`src/rtl/wdt_rsp_ctrl_pkg.sv`:
```
// Shared watchdog response constants: state encodings, widths and the
// reset-pulse reload helper.
package wdt_rsp_ctrl_pkg;

   localparam int WDT_RPL_W = 3;
   localparam int PCNT_W    = 8;

   localparam logic [1:0] ST_IDLE      = 2'd0;
   localparam logic [1:0] ST_ARMED     = 2'd1;
   localparam logic [1:0] ST_INT_PEND  = 2'd2;
   localparam logic [1:0] ST_RST_PULSE = 2'd3;

   // Reload value for the pulse counter: 2^(code+1)-1, so the pulse lasts
   // 2^(code+1) cycles including the cycle the counter reads zero.
   function automatic logic [PCNT_W-1:0] pulse_load(input logic [WDT_RPL_W-1:0] code);
      logic [PCNT_W:0] full;
      full = ((PCNT_W+1)'(1) << (int'(code) + 1)) - (PCNT_W+1)'(1);
      return full[PCNT_W-1:0];
   endfunction

endpackage

```
`src/rtl/wdt_rst_pulse.sv`:
```
// Loadable down-counter that times the system reset pulse.
module wdt_rst_pulse
   import wdt_rsp_ctrl_pkg::*;
(
   input  logic              clk,
   input  logic              rst,
   input  logic              load,
   input  logic [PCNT_W-1:0] load_val,
   output logic              pulse,
   output logic              done
);

   logic [PCNT_W-1:0] cnt_q, cnt_d;
   logic              act_q, act_d;

   // Load starts the pulse; otherwise count down and drop out after zero.
   always_comb begin
      cnt_d = cnt_q;
      act_d = act_q;
      if (load) begin
         cnt_d = load_val;
         act_d = 1'b1;
      end else if (act_q) begin
         if (cnt_q == '0) begin
            act_d = 1'b0;
         end else begin
            cnt_d = cnt_q - 1'b1;
         end
      end
   end

   // Counter and active flag registers.
   always_ff @(posedge clk) begin
      if (rst) begin
         cnt_q <= '0;
         act_q <= 1'b0;
      end else begin
         cnt_q <= cnt_d;
         act_q <= act_d;
      end
   end

   assign pulse = act_q;
   assign done  = act_q & (cnt_q == '0);

endmodule

```
`src/rtl/wdt_rsp_ctrl.sv`:
```
// Watchdog response controller: qualifies counter expiries and sequences
// interrupt and system reset responses.
//
// state     | meaning
// ----------+-----------------------------------------------------------
// IDLE      | watchdog disabled, nothing armed
// ARMED     | watching for the next expiry
// INT_PEND  | first expiry signalled by interrupt; next expiry resets
// RST_PULSE | driving the system reset pulse; all inputs ignored
module wdt_rsp_ctrl
   import wdt_rsp_ctrl_pkg::*;
#(
   parameter int WDT_CNT_WIDTH = 32,
   parameter int RPL_W         = 3
) (
   input  logic                     clk,
   input  logic                     rst,
   input  logic                     clk_en,
   input  logic [WDT_CNT_WIDTH-1:0] cnt,
   input  logic                     cnt_en,
   input  logic                     pause,
   input  logic                     rsp_mode,
   input  logic [RPL_W-1:0]         rpl,
   input  logic                     restart,
   input  logic                     int_clr,
   output logic                     wdt_int,
   output logic                     wdt_sys_rst,
   output logic                     timeout,
   output logic [1:0]               rsp_state
);

   logic [1:0]           state_q, state_d;
   logic                 int_q, int_d;
   logic                 tmo_q, tmo_d;
   logic [WDT_CNT_WIDTH-1:0] unused_cnt;
   logic [WDT_RPL_W-1:0] rpl_lat_q, rpl_lat_d;
   logic                 to;
   logic                 pulse_load_en;
   logic                 pulse_done;
   logic [PCNT_W-1:0]    pulse_val;

   assign unused_cnt = '0;

   // A kick in the same cycle as the expiry wins.
   assign to = clk_en & cnt_en & ~pause & (cnt == '0) & ~restart;

   // Next-state, interrupt flag, timeout strobe and rpl latch.
   always_comb begin
      state_d       = state_q;
      int_d         = int_q;
      tmo_d         = 1'b0;
      rpl_lat_d     = rpl_lat_q;
      pulse_load_en = 1'b0;
      case (state_q)
         ST_IDLE: begin
            if (cnt_en) state_d = ST_ARMED;
         end
         ST_ARMED: begin
            if (!cnt_en) begin
               state_d = ST_IDLE;
               int_d   = 1'b0;
            end else if (to) begin
               tmo_d = 1'b1;
               if (rsp_mode) begin
                  state_d = ST_INT_PEND;
                  int_d   = 1'b1;
               end else begin
                  state_d       = ST_RST_PULSE;
                  rpl_lat_d     = WDT_RPL_W'(rpl);
                  pulse_load_en = 1'b1;
               end
            end
         end
         ST_INT_PEND: begin
            if (!cnt_en) begin
               state_d = ST_IDLE;
               int_d   = 1'b0;
            end else if (to) begin
               // Second expiry beats a simultaneous clear; interrupt stays up.
               tmo_d         = 1'b1;
               state_d       = ST_RST_PULSE;
               rpl_lat_d     = WDT_RPL_W'(rpl);
               pulse_load_en = 1'b1;
            end else if (restart || int_clr) begin
               state_d = ST_ARMED;
               int_d   = 1'b0;
            end
         end
         default: begin
            if (pulse_done) begin
               state_d = cnt_en ? ST_ARMED : ST_IDLE;
               int_d   = 1'b0;
            end
         end
      endcase
   end

   assign pulse_val = pulse_load(rpl_lat_d);

   // Controller state registers.
   always_ff @(posedge clk) begin
      if (rst) begin
         state_q   <= ST_IDLE;
         int_q     <= 1'b0;
         tmo_q     <= 1'b0;
         rpl_lat_q <= '0;
      end else begin
         state_q   <= state_d;
         int_q     <= int_d;
         tmo_q     <= tmo_d;
         rpl_lat_q <= rpl_lat_d;
      end
   end

   wdt_rst_pulse u_rst_pulse (
      .clk      (clk),
      .rst      (rst),
      .load     (pulse_load_en),
      .load_val (pulse_val),
      .pulse    (wdt_sys_rst),
      .done     (pulse_done)
   );

   assign wdt_int   = int_q;
   assign timeout   = tmo_q;
   assign rsp_state = state_q;

endmodule

```
`config.mk`:
```
export PLATFORM = sky130hd
export DESIGN_NAME = wdt_rsp_ctrl
export DESIGN_NICKNAME = d
export VERILOG_FILES = /design/src/rtl/wdt_rsp_ctrl_pkg.sv /design/src/rtl/wdt_rst_pulse.sv /design/src/rtl/wdt_rsp_ctrl.sv
export SDC_FILE = /design/constraint.sdc
export NUM_CORES = 1
export LEC_CHECK = 0
export CAP_MARGIN = 20
export CORE_UTILIZATION = 35
export DETAILED_ROUTE_END_ITERATION = 8
export MAX_ROUTING_LAYER = met4
export PLACE_DENSITY = 0.7
export SETUP_SLACK_MARGIN = 0.02
export SLEW_MARGIN = 20
export SYNTH_ARGS = -nofsm -noshare
export SYNTH_HDL_FRONTEND = slang
export SYNTH_SLANG_ARGS = --single-unit
```
`constraint.sdc`:
```
create_clock -name clk -period 6.7 [get_ports clk]
set_input_delay 0.67 -clock clk [delete_from_list [all_inputs] [get_ports clk]]
set_output_delay 0.67 -clock clk [all_outputs]
set_load 0.05 [all_outputs]
```
Yosys cells after proc, flatten, opt, wreduce, memory -nomap -nowiden. Cells that the tools add are included.

Shifts and indexed selects: 1. Reduce and logical (&&, ||, !) cells: 12. Bitwise logic cells: 9. Mux-type cells: 36. Equal/unequal tests: 9. $add $sub $neg: 3.

Operators by type and width (count): $logic_not A32 Y1 (1); $mux W8 (3); $mux W1 (17); $mux W3 (5); $mux W2 (7); $ne A3 B3 Y1 const B (4); $logic_not A8 Y1 (1); $shl A1 B4 Y8 const A (1); $sub A8 B1 Y8 const B (1); $sub A8 B2 Y8 const B (1); $pmux W2 S3 (1); $pmux W3 S2 (1); $reduce_and A6 Y1 (1); $and A1 B1 Y1 (5); $add A3 B1 Y4 const B (1); $ne A2 B2 Y1 const B (2); $ne A4 B4 Y1 const B (1); $not A1 Y1 (4); $reduce_and A4 Y1 (1); $reduce_bool A4 Y1 (1); $reduce_or A2 Y1 (2); $pmux W1 S3 (1); $reduce_bool A3 Y1 (1); $eq A2 B1 Y1 const B (1); 6 further kinds (6).

Logic and storage cells: 76. Register bits: 16. Output and inout port bits: 5.

Longest topological paths before layout.
Depth in word-level cells: 11. Depth in mapped cells: 13. Mapped depth without buffers: 12.

By module. A second synthesis with hierarchy kept.

Cells, all modules: 157. Area, all modules: 1253.7 um^2.

By module, submodules not included: wdt_rsp_ctrl (sequential area each 140.1 um^2, area each 688.2 um^2, cells each 88, instances 1); wdt_rst_pulse (sequential area each 180.2 um^2, area each 565.5 um^2, cells each 69, instances 1).

Worst setup path before layout. No wires, ideal clock.

Kind: flip-flop to flip-flop. Start point: register state_q[0], in the netlist rsp_state[0]. End point: register u_rst_pulse.cnt_q[2]. Slack: 3.779 ns. Library setup time: 0.086 ns. Cell stages (with the launch flop): 13. Arrival: 2.835 ns. Buffers on the path: 1. Period minus slack after synthesis: 2.921 ns. Cell sequence: dfxtp_1 -> inv_1 -> ha_1 -> clkbuf_1 -> nand2_1 -> nor4_1 -> o21ai_0 -> nor4b_1 -> inv_1 -> ha_1 -> inv_1 -> xnor2_1 -> a211oi_1.

Word-level cells in the longest chain between the ends: 6. Elaborated cells on any way between the ends: 11. Classes of those cells: add/sub: 2; eq/ne: 3; shift: 1; mux: 3; reduce/logical: 2.

RTL lines: start: declaration (line wdt_rsp_ctrl.sv:32) `logic [1:0] state_q, state_d;`; start signal: assignment (line wdt_rsp_ctrl.sv:108) `state_q <= state_d;`; $eq A2 B2 Y1 or $eq A2 B1 Y1 (tied branches) (line wdt_rsp_ctrl.sv:54) `case (state_q)`; $pmux W3 S2 (line wdt_rsp_ctrl.sv:54); $add A3 B1 Y4 (line wdt_rsp_ctrl_pkg.sv:17) `full = ((PCNT_W+1)'(1) << (int'(code) + 1)) - (PCNT_W+1)'(1);`; $shl A1 B4 Y8 (line wdt_rsp_ctrl_pkg.sv:17); $sub A8 B2 Y8 (line wdt_rsp_ctrl_pkg.sv:17); $mux W8 (line wdt_rst_pulse.sv:20) `if (load) begin`; end signal: assignment (line wdt_rst_pulse.sv:38) `cnt_q <= cnt_d;`; end: declaration (line wdt_rst_pulse.sv:13) `logic [PCNT_W-1:0] cnt_q, cnt_d;`.

Parallel ways exist; a longest one is shown, timed or not. A chain may end at the register's enable or synchronous reset.

Final worst setup path.
Start point: input cnt_en. End point: register u_rst_pulse.cnt_q[2].

Word-level cells in the longest chain between the ends: 11. Elaborated cells on any way between the ends: 21. Classes of those cells: add/sub: 2; eq/ne: 1; shift: 1; mux: 11; bitwise: 4; reduce/logical: 2.

RTL lines: start: declaration (line wdt_rsp_ctrl.sv:20) `input logic cnt_en,`; $and A1 B1 Y1 (4 in a row) (line wdt_rsp_ctrl.sv:45) `assign to = clk_en & cnt_en & ~pause & (cnt == '0) & ~restart;`; $mux W3, on equally long branches (line wdt_rsp_ctrl.sv:78, wdt_rsp_ctrl.sv:62); $mux W3, on equally long branches (line wdt_rsp_ctrl.sv:75, wdt_rsp_ctrl.sv:59); $pmux W3 S2 (line wdt_rsp_ctrl.sv:54); $add A3 B1 Y4 (line wdt_rsp_ctrl_pkg.sv:17); $shl A1 B4 Y8 (line wdt_rsp_ctrl_pkg.sv:17); $sub A8 B2 Y8 (line wdt_rsp_ctrl_pkg.sv:17); $mux W8 (line wdt_rst_pulse.sv:20).

Parallel ways exist; a longest one is shown, timed or not.

==> flow_metrics.tcl <==
set metrics [dict create \
    synth_nets 227 \
    dpl_cell_area_sq_mm 0.00183 \
    totalWireLength_microns 3460 \
    wl_per_cell_microns 12.9 \
    firstDrtPassIters 4 \
    cts_made_buffers 3 \
    setup_viol 0 \
    status "completed" \
    synth_async_sr_flop_share 0 \
    synth.avg_cell_area_sq_um 7.44 \
    ant_nets 0 \
    grt_pass1_wl_microns 5980 \
    start_util 0.382 \
    vias 1443 \
    yosys.cell_types.count 48 \
    stdcell_count 268 \
    cts_max_level 1 \
    core_sq_mm 0.00347 \
    yosysSeqAreaShare 0.242 \
    cap_viol_max_count 0 \
    hold_viol 0 \
    pwr-share-clk 0.225 \
    fmax_mhz 290 \
    finalCriticalPeriod_ns 3.44 \
    max-clock-path-buffers 2 \
    netlist_top_cells_area "dfxtp_1 (24%), nor4_1 (6.1%), nand2_1 (6.0%), ha_1 (5.7%), nor2_1 (5.1%)" \
    rr_startpoint "rsp_state[1]$_SDFFE_PP0P_" \
    area_growth_pct 41.0 \
    fp.dieH_microns 63.5 \
    p_int_uw 204 \
    placed_cells 265 \
    worstHoldPathType "register to register" \
    crit_path_start "cnt_en" \
    syn_inst 178 \
    critical_path_required_ns 6.86 \
    drc_errors 0 \
    synth_area_sq_mm 0.00132 \
    slew_headroom 0.544 \
    fp.dieArea_sq_mm 0.00403 \
    drtIter0Drc 95 \
    fin_setup_tns_ns 0 \
    antenna_found_initial 0 \
    worst_ep_arrival_time_ns 3.61 \
    leakage_uw 0.000650 \
    hold_buffers 0 \
    fin_util 0.538 \
    rsz0062_at_grt "false" \
    hold_path_startpoint "wdt_int$_SDFFE_PP0P_" \
    cts_tree "built" \
    post-cts-setup-buffers 0 \
    grt_pass1_vias 1308 \
    antenna_cells 0 \
    die_w_microns 63.5 \
    fin_skew_ns 0.00442 \
    post-route-period-util 0.514 \
    slew_violations 0 \
    pwr-share-comb 0.448 \
    layout-drive-gt1-share 0.0541 \
    grt_util_all_layers 0.190 \
    design_area_sq_mm 0.00187 \
    p_sw_uw 119 \
    path_max_fanout 10 \
    avgViaCountPerCell 5.38 \
    seqPwrFrac 0.327 \
    synth_flop_cell "dfxtp_1" \
    boundaryPins 48 \
    r2r_slack_ns 3.79 \
    tightest_slew_ns 0.676 \
    finalNetCount 273 \
    place.gp.congestion 0.788 \
    ys_warn_count 0 \
    cts_num_sinks 16 \
    overflow 0 \
    power_density_mw_per_mm2 173 \
    synth-edff-count 0 \
    ir_drop_mv 0.0654 \
    grt_start_max_net_pins 17 \
    clock_latency_ns 0.25 \
    ys_seq_elements 16 \
    ctsRootBufferMaster "clkbuf_8" \
    swShare 0.368 \
    clkSlewWorstSetupHoldPaths_ns 0.06 \
    crit_type "input port to register" \
    synth_area_leader_cell "dfxtp_1" \
    end_kind "register" \
    worstSetupStartpointType "input port" \
    synthDominantCellAreaShare 0.242 \
    port_buffers 47 \
    hpwl_microns 2830 \
    row_count 21 \
    postCtsResizedCells 0 \
]
registers in the layout (all words and copies together) (netlist names):
| register | flops |
|---|---|
| rpl_lat_q | 3 |
| rsp_state | 2 |
| timeout | 1 |
| u_rst_pulse.cnt_q | 8 |
| u_rst_pulse.pulse | 1 |
| wdt_int | 1 |
cell type report:
| class | instances | area [sq um] |
|---|---|---|
| Tap cell | 46 | 57.6 |
| Inverter | 7 | 26.3 |
| Clock buffer | 3 | 41.3 |
| Timing Repair Buffer | 47 | 470 |
| Multi-Input combinational cell | 149 | 951 |
| Sequential cell | 16 | 320 |
| Fill cell | 327 | 1600 |
power by group through the flow:
stage / combinational [uW] / clock, uW / sequential (uW)
after global placement: 143 / 0 / 107
after CTS: 144 / 75.5 / 106
after global routing: 156 / 80.0 / 106
after detailed placement: 143 / 0 / 108
after floorplan: 77.1 / 0 / 122
final: 144 / 72.7 / 105
synth_stat cells (2+ instances only):
cell type,number
clkbuf_1,5
a21o_1,3
inv_1,7
o221ai_1,2
xor2_1,2
and2_1,3
nor2_1,18
nand2_1,21
nor4_1,13
o211ai_1,2
dfxtp_1,16
nor3_1,5
nor2b_1,3
nor4_2,3
a211oi_1,3
a21oi_1,9
or2_2,2
xnor2_1,5
ha_1,6
nand3_1,8
mux2i_1,3
o21ai_0,8
a31oi_1,2
nand4_1,5
worst paths after layout:
path | end | cells past startpoint
max | u_rst_pulse.cnt_q[2]$_SDFFE_PP0P_ | 11
min | wdt_int$_SDFFE_PP0P_ | 2
max reg2reg | u_rst_pulse.cnt_q[2]$_SDFFE_PP0P_ | 11
min reg2reg | wdt_int$_SDFFE_PP0P_ | 2
routing by layer:
| metal | GRT usage | vias to the layer above | wire, microns |
|---|---|---|---|
| li1 | - | 755 | - |
| met1 | 0.252 | 669 | 1750 |
| met2 | 0.293 | 17 | 1610 |
| met3 | 0.0435 | 2 | 74 |
| met4 | 0.0398 | 0 | 21 |
| met5 | - | - | 0 |
critical path, stage by stage:
cell and delay, ns:
clkdlybuf4s50_1 0.66, nor4bb_1 0.32, nand4_1 0.18, nor4_1 0.42
o21ai_0 0.24, nor4b_1 0.40, inv_1 0.09, ha_1 0.22
inv_1 0.10, xnor2_1 0.08, a211oi_1 0.22
kinds of logic after synthesis:
| logic type | count (synthesis) | share of synthesized area |
|---|---|---|
| AND/OR/NAND/NOR | 93 | 0.388 |
| AO/OA/AOI/OAI | 38 | 0.193 |
| flip-flops | 16 | 0.242 |
| buffers and inverters | 13 | 0.0397 |
| XOR/XNOR | 7 | 0.0463 |
| adder cells (fa/ha/maj) | 6 | 0.0567 |
| multiplexers | 4 | 0.0312 |
| other | 1 | 0.00283 |
metrics by stage:
step	hold slack (ns)	total power (uW)	worst slack (ns)
after floorplan	0.553	199	3.78
after global placement	0.487	250	3.09
after detailed placement	0.517	251	3.02
after CTS	0.531	325	3.28
after global routing	0.570	342	2.84
final	0.520	323	3.26
cells in the final DEF (no fill, tap or decap), drive strengths merged, types with 2 or more instances in the layout:
cell / instances
clkdlybuf4s50: 47
nand2: 21
nor2: 18
dfxtp: 16
nor4: 16
a21oi: 9
nand3: 8
o21ai: 8
inv: 7
ha: 6
nand4: 5
nor3: 5
xnor2: 5
and2: 4
nor2b: 3
a211oi: 3
mux2i: 3
a21o: 3
clkbuf: 3
o211ai: 2
or2: 2
xor2: 2
a31oi: 2
o221ai: 2
and3: 2
Power figures use the tool's default switching activity.
